[config.mk]
export PLATFORM = sky130hd
export DESIGN_NAME = seg7_scan_driver
export DESIGN_NICKNAME = d
export VERILOG_FILES = /design/src/rtl/seg7_scan_driver_pkg.sv /design/src/rtl/seg7_scan_driver_seg7.sv /design/src/rtl/seg7_scan_driver.sv
export SDC_FILE = /design/constraint.sdc
export NUM_CORES = 1
export LEC_CHECK = 0
export BUFFER_PORTS_ARGS = -buffer_cell sky130_fd_sc_hd__buf_2
export CAP_MARGIN = 20
export CELL_PAD_IN_SITES_DETAIL_PLACEMENT = 1
export CELL_PAD_IN_SITES_GLOBAL_PLACEMENT = 2
export CORE_ASPECT_RATIO = 1.5
export CORE_MARGIN = 3
export CORE_UTILIZATION = 38
export CTS_BUF_LIST = sky130_fd_sc_hd__clkbuf_4
export DETAILED_ROUTE_END_ITERATION = 7
export PLACE_DENSITY_LB_ADDON = 0.1
export SLEW_MARGIN = 20
export SYNTH_ARGS = -nofsm -noshare
export SYNTH_HDL_FRONTEND = slang
export SYNTH_HIERARCHICAL = 1
export SYNTH_SLANG_ARGS = --single-unit
[constraint.sdc]
create_clock -name clk -period 2.22 [get_ports clk]
set_input_delay 0.222 -clock clk [delete_from_list [all_inputs] [get_ports clk]]
set_output_delay 0.222 -clock clk [all_outputs]
set_load 0.05 [all_outputs]
[src/rtl/seg7_scan_driver_pkg.sv]
// seg7_scan_driver_pkg: shared digit/segment widths, blank pattern and BCD validity helper
package seg7_scan_driver_pkg;
  localparam int NUM_DIGITS = 4;
  localparam int BCD_W = 4;
  localparam int SEG_W = 7;
  localparam logic [SEG_W-1:0] SEG_BLANK = '0;
  function automatic logic is_valid_bcd(input logic [BCD_W-1:0] d);
    return d <= 4'd9;
  endfunction
endpackage

[src/rtl/seg7_scan_driver_seg7.sv]
// seg7_scan_driver_seg7: BCD digit to active-high gfedcba segment decode
module seg7_scan_driver_seg7
  import seg7_scan_driver_pkg::*;
(
  input  logic [BCD_W-1:0] i_counter,
  output logic [SEG_W-1:0] o_segments
);
  // pure lookup; codes above 9 come out blank
  always_comb begin
    case (i_counter)
      4'd0:    o_segments = 7'b0111111;
      4'd1:    o_segments = 7'b0000110;
      4'd2:    o_segments = 7'b1011011;
      4'd3:    o_segments = 7'b1001111;
      4'd4:    o_segments = 7'b1100110;
      4'd5:    o_segments = 7'b1101101;
      4'd6:    o_segments = 7'b1111101;
      4'd7:    o_segments = 7'b0000111;
      4'd8:    o_segments = 7'b1111111;
      4'd9:    o_segments = 7'b1101111;
      default: o_segments = SEG_BLANK;
    endcase
  end
endmodule

[src/rtl/seg7_scan_driver.sv]
// seg7_scan_driver: 4-digit multiplexed 7-seg scanner with tear-free frame-boundary updates; define SEG7_SCAN_BLANK_EN for leading-zero blanking
module seg7_scan_driver
  import seg7_scan_driver_pkg::*;
#(
  parameter logic [15:0] SCAN_DIV = 16'd10_000
) (
  input  logic                        clk,
  input  logic                        rst_n,
  input  logic [NUM_DIGITS*BCD_W-1:0] digits_in,
  input  logic                        load,
  output logic [SEG_W-1:0]            seg_out,
  output logic [NUM_DIGITS-1:0]       an_out,
  output logic                        busy,
  output logic                        frame_done
);
  logic [15:0]                 r_presc;
  logic [1:0]                  r_slot;
  logic [NUM_DIGITS*BCD_W-1:0] r_pend;
  logic [NUM_DIGITS*BCD_W-1:0] r_disp;
  logic                        r_busy;
  logic [SEG_W-1:0]            r_seg;
  logic [NUM_DIGITS-1:0]       r_an;
  logic                        w_tick;
  logic                        w_frame;
  logic [BCD_W-1:0]            w_digit;
  logic [SEG_W-1:0]            w_dec;
  logic [SEG_W-1:0]            w_seg;

  assign w_tick  = r_presc == SCAN_DIV - 16'd1;
  assign w_frame = w_tick && (r_slot == 2'd3);
  assign w_digit = r_disp[{r_slot, 2'b00} +: BCD_W];

  seg7_scan_driver_seg7 u_seg7 (
    .i_counter (w_digit),
    .o_segments(w_dec)
  );

`ifdef SEG7_SCAN_BLANK_EN
  logic w_lead_zero;
  // digit i>0 is a leading zero when it and every higher digit are zero
  assign w_lead_zero = (r_slot != 2'd0) && ((r_disp >> {r_slot, 2'b00}) == 16'd0);
  assign w_seg = (w_lead_zero || !is_valid_bcd(w_digit)) ? SEG_BLANK : w_dec;
`else
  assign w_seg = is_valid_bcd(w_digit) ? w_dec : SEG_BLANK;
`endif

  // free-running prescaler and slot index; nothing stalls the scan
  always_ff @(posedge clk) begin
    if (!rst_n) begin
      r_presc <= '0;
      r_slot  <= '0;
    end else begin
      r_presc <= w_tick ? 16'd0 : r_presc + 16'd1;
      r_slot  <= r_slot + {1'b0, w_tick};
    end
  end

  // loads land in pending; display only moves at a frame boundary, a load on that very cycle goes straight through
  always_ff @(posedge clk) begin
    if (!rst_n) begin
      r_pend <= '0;
      r_disp <= '0;
      r_busy <= 1'b0;
    end else begin
      if (load) r_pend <= digits_in;
      if (w_frame) begin
        r_disp <= load ? digits_in : r_pend;
        r_busy <= 1'b0;
      end else if (load) begin
        r_busy <= 1'b1;
      end
    end
  end

  // anode and segments registered together so they always switch in the same cycle
  always_ff @(posedge clk) begin
    if (!rst_n) begin
      r_an  <= '0;
      r_seg <= SEG_BLANK;
    end else begin
      r_an  <= 4'b0001 << r_slot;
      r_seg <= w_seg;
    end
  end

  assign seg_out    = r_seg;
  assign an_out     = r_an;
  assign busy       = r_busy;
  assign frame_done = w_frame && rst_n;
endmodule
==> impl_metrics.yaml <==
run_status:
  status: "completed"
global_routing:
  use_met3_pct: 3.41
  grt_pass1_wl_um: 9250
  met1_usage_pct: 17.3
  grt_start_max_net_pins: 30
  grt_busiest_layer: "met2"
  grt_use_met2_pct: 25.7
  overflow: 0
  grt_antenna_before_repair: 0
  grt_pass1_vias: 1889
  grt_usage_pct: 15.2
power:
  ir_drop_mv: 0.325
  power_mw: 1.96
  switching_power_mw: 0.542
  pwr-share-seq_pct: 58.8
  p_leak_nw: 1.27
  switching_share_pct: 27.7
  clockPowerShare_pct: 34.9
  p_per_area_nw_per_um2: 646
  power_frac_comb_pct: 6.4
  p_int_mw: 1.42
sta:
  drv_slew: 0
  relSlewSlack_pct: 67.2
  grt_setup_unrepaired: "no"
  whs_ns: 0.0854
  final_hold_viol_count: 0
  worstMarginPinSlew_ns: 0.493
  max_freq_ghz: 0.491
  finalSetupViolCount: 0
  min_period_ns: 2.04
  fin_skew_ns: 0.0132
  min_period_over_period_pct: 91.8
  tns_ns: 0
worst_setup_path:
  crit_required_ns: 2.00
  setup.worst_path.class: "reg -> out"
  cp_max_fo: 8
  critPathArrivalTime_ns: 1.82
  cp-end-kind: "output pin"
  startpoint_type: "flip-flop"
logic_synthesis:
  syn_inst: 259
  synth_compound_area_share_pct: 3.09
  synth_top_family_by_area: "simple AND/OR/NAND/NOR gates"
  synth_area_um2: 2670
  synthSimpleGateAreaFrac_pct: 20.7
  synth_fa_ha_area_share_pct: 3.75
  synthMuxAreaShare_pct: 16.5
  synthXorXnorAreaFrac_pct: 5.24
  yosysWarningCount: 6
  synth_nets: 286
  seq_area_frac_synth_pct: 46.4
  ys_seq_elements: 62
  syn_area_per_cell_um2: 10.3
  synth_cell_types: 36
floorplan:
  coreArea_um2: 6670
  dieArea_um2: 8100
  initial_core_util_pct: 40.1
  dieWidth_um: 74.5
  ioPinCount: 32
  rows: 36
  dieHeight_um: 109
place:
  placed_cell_area_um2: 2900
  place_hpwl_um: 3850
  port_buffers: 31
  routabilityCongestion: 0.710
clock_tree:
  numClockSinks: 62
  insertion_delay_ns: 0.41
  clockBufferDepth: 2
  cts-root-buf: "clkbuf_4"
  clk_pin_slew_ns: 0.12
  cts-htree-levels: 3
  cts_tree: "yes"
  cts_inserted_buffers: 9
detailed_routing:
  routed_wl_um: 5300
  dr.pass1.iters: 4
  drt_iter0_markers: 53
  via_per_inst: 4.90
  drtAntennaViolNets: 0
  drc: 0
  vias: 1847
  wire_per_inst_um: 14.1
finish:
  area_growth_pct: 13.6
  final_area_um2: 3040
  drive_gt1_share_pct: 27.2
  final_util_pct: 45.6
  antenna_cells: 0
  fin_nets: 323
run:
  max_cap_viol_count: 0
hold_path:
  hold_path_class: "in -> reg"
==> worst max-delay path, cell delays in order (launching register included) <==
cell and delay (ns):
dfxtp_1 0.37, ha_2 0.23, nand3_4 0.13, nand4b_1 0.24, nor4_2 0.19, buf_4 0.25
==> layer usage <==
| metal | up-vias | wire [um] | part of all wire, % |
|---|---|---|---|
| li1 | 948 | - | - |
| met1 | 860 | 2240 | 42 |
| met2 | 28 | 2730 | 51 |
| met3 | 11 | 197 | 3.7 |
| met4 | 0 | 131 | 2.5 |
| met5 | - | 0 | 0 |
==> logic make-up after synthesis <==
group                    after synthesis
flip-flops                            62
buffers and inverters                 20
AO/OA/AOI/OAI                         14
XOR/XNOR                              16
adder cells (fa/ha/maj)                8
multiplexers                          37
AND/OR/NAND/NOR                      102
==> synthesized netlist by cell type <==
library cell | count | area (um2)
a21o_1 | 1 | 7.51
a21oi_1 | 2 | 10.0
a21oi_2 | 1 | 8.76
and2_1 | 17 | 106
and2b_1 | 1 | 7.51
and3_1 | 8 | 50.1
buf_2 | 3 | 15.0
buf_6 | 2 | 22.5
clkbuf_1 | 6 | 22.5
clkbuf_8 | 2 | 27.5
dfxtp_1 | 62 | 1240
ha_1 | 8 | 100
inv_1 | 7 | 26.3
mux2_2 | 16 | 180
mux2i_1 | 17 | 170
mux4_2 | 4 | 90.1
nand2_1 | 8 | 30.0
nand2b_1 | 1 | 6.26
nand2b_4 | 1 | 13.8
nand3_1 | 4 | 20.0
nand3_4 | 1 | 17.5
nand4_1 | 3 | 18.8
nand4b_1 | 1 | 8.76
nor2_1 | 44 | 165
nor3_1 | 5 | 25.0
nor3_4 | 1 | 16.3
nor3b_1 | 1 | 7.51
nor4_1 | 4 | 25.0
nor4_4 | 1 | 21.3
nor4b_2 | 1 | 15.0
o21a_1 | 1 | 7.51
o21ai_0 | 4 | 20.0
o21ai_1 | 2 | 10.0
o22ai_1 | 3 | 18.8
xnor2_1 | 15 | 131
xor2_1 | 1 | 8.76
==> sequential cells by signal, summed over array words and instances, names as in the netlist <==
name / cells
r_pend: 16
r_disp: 16
an_out: 4
r_slot: 2
seg_out: 7
busy: 1
r_presc: 16
==> stage by stage <==
stage / worst slack (ns) / cells
after floorplan: 0.114 / 259
after global placement: 0.276 / 359
after detailed placement: 0.221 / 359
after CTS: 0.0106 / 376
after global routing: 0.0166 / 377
final: 0.182 / 377
==> placed cells by master (no fill, tap or decap), types with 2 or more instances in the layout <==
cell type and instances:
clkbuf_4 9, xnor2_1 15, inv_1 7, mux4_2 4
buf_4 8, nand4_1 3, o22ai_1 3, mux2i_1 17
clkinv_1 2, o21ai_0 4, o21ai_1 2, nor2_1 44
nor4_1 3, nand2_1 8, mux2_2 16, ha_1 7
clkinvlp_4 2, nor3_1 5, a21oi_1 2, buf_2 30
and3_1 8, inv_6 2, dfxtp_1 61, nand3_1 4
and2_1 17
==> final timing paths <==
path,startpoint,to,slack [ns],depth (start not counted)
setup reg to reg,r_slot[0]$_SDFF_PN0_,seg_out[0]$_SDFF_PN0_,0.23,7
hold reg to reg,r_presc[0]$_SDFF_PP0_,r_presc[0]$_SDFF_PP0_,0.45,1
setup / recovery,r_presc[1]$_SDFF_PP0_,frame_done,0.18,5
hold / removal,digits_in[14],r_pend[14]$_SDFF_PN0_,0.09,3
==> power groups by stage <==
stage / sequential (mW) / combinational, mW / clock, mW
finish: 1.15 / 0.125 / 0.684
global route: 1.16 / 0.141 / 0.767
detailed placement: 1.18 / 0.128 / 0
global placement: 1.18 / 0.126 / 0
floorplan: 1.20 / 0.0585 / 0
CTS: 1.15 / 0.129 / 0.711
==> layout make-up <==
cell class	instances	area (um2)
Fill cell	781	3630
Timing Repair Buffer	39	230
Sequential cell	62	1240
Multi-Input combinational cell	177	1330
Inverter	7	26.3
Clock buffer	9	67.6
Tap cell	76	95.1
Clock inverter	7	48.8
==> timing repair <==
| action | in CTS | in global routing |
|---|---|---|
| hold buffers | 0 | 0 |
| setup buffers | 1 | 1 |
| setup endpoints to repair | 1 | 1 |
| gates resized for setup | 2 | 1 |
| pin swaps | 0 | 1 |
Note: power is estimated with default switching activity, not from simulation.
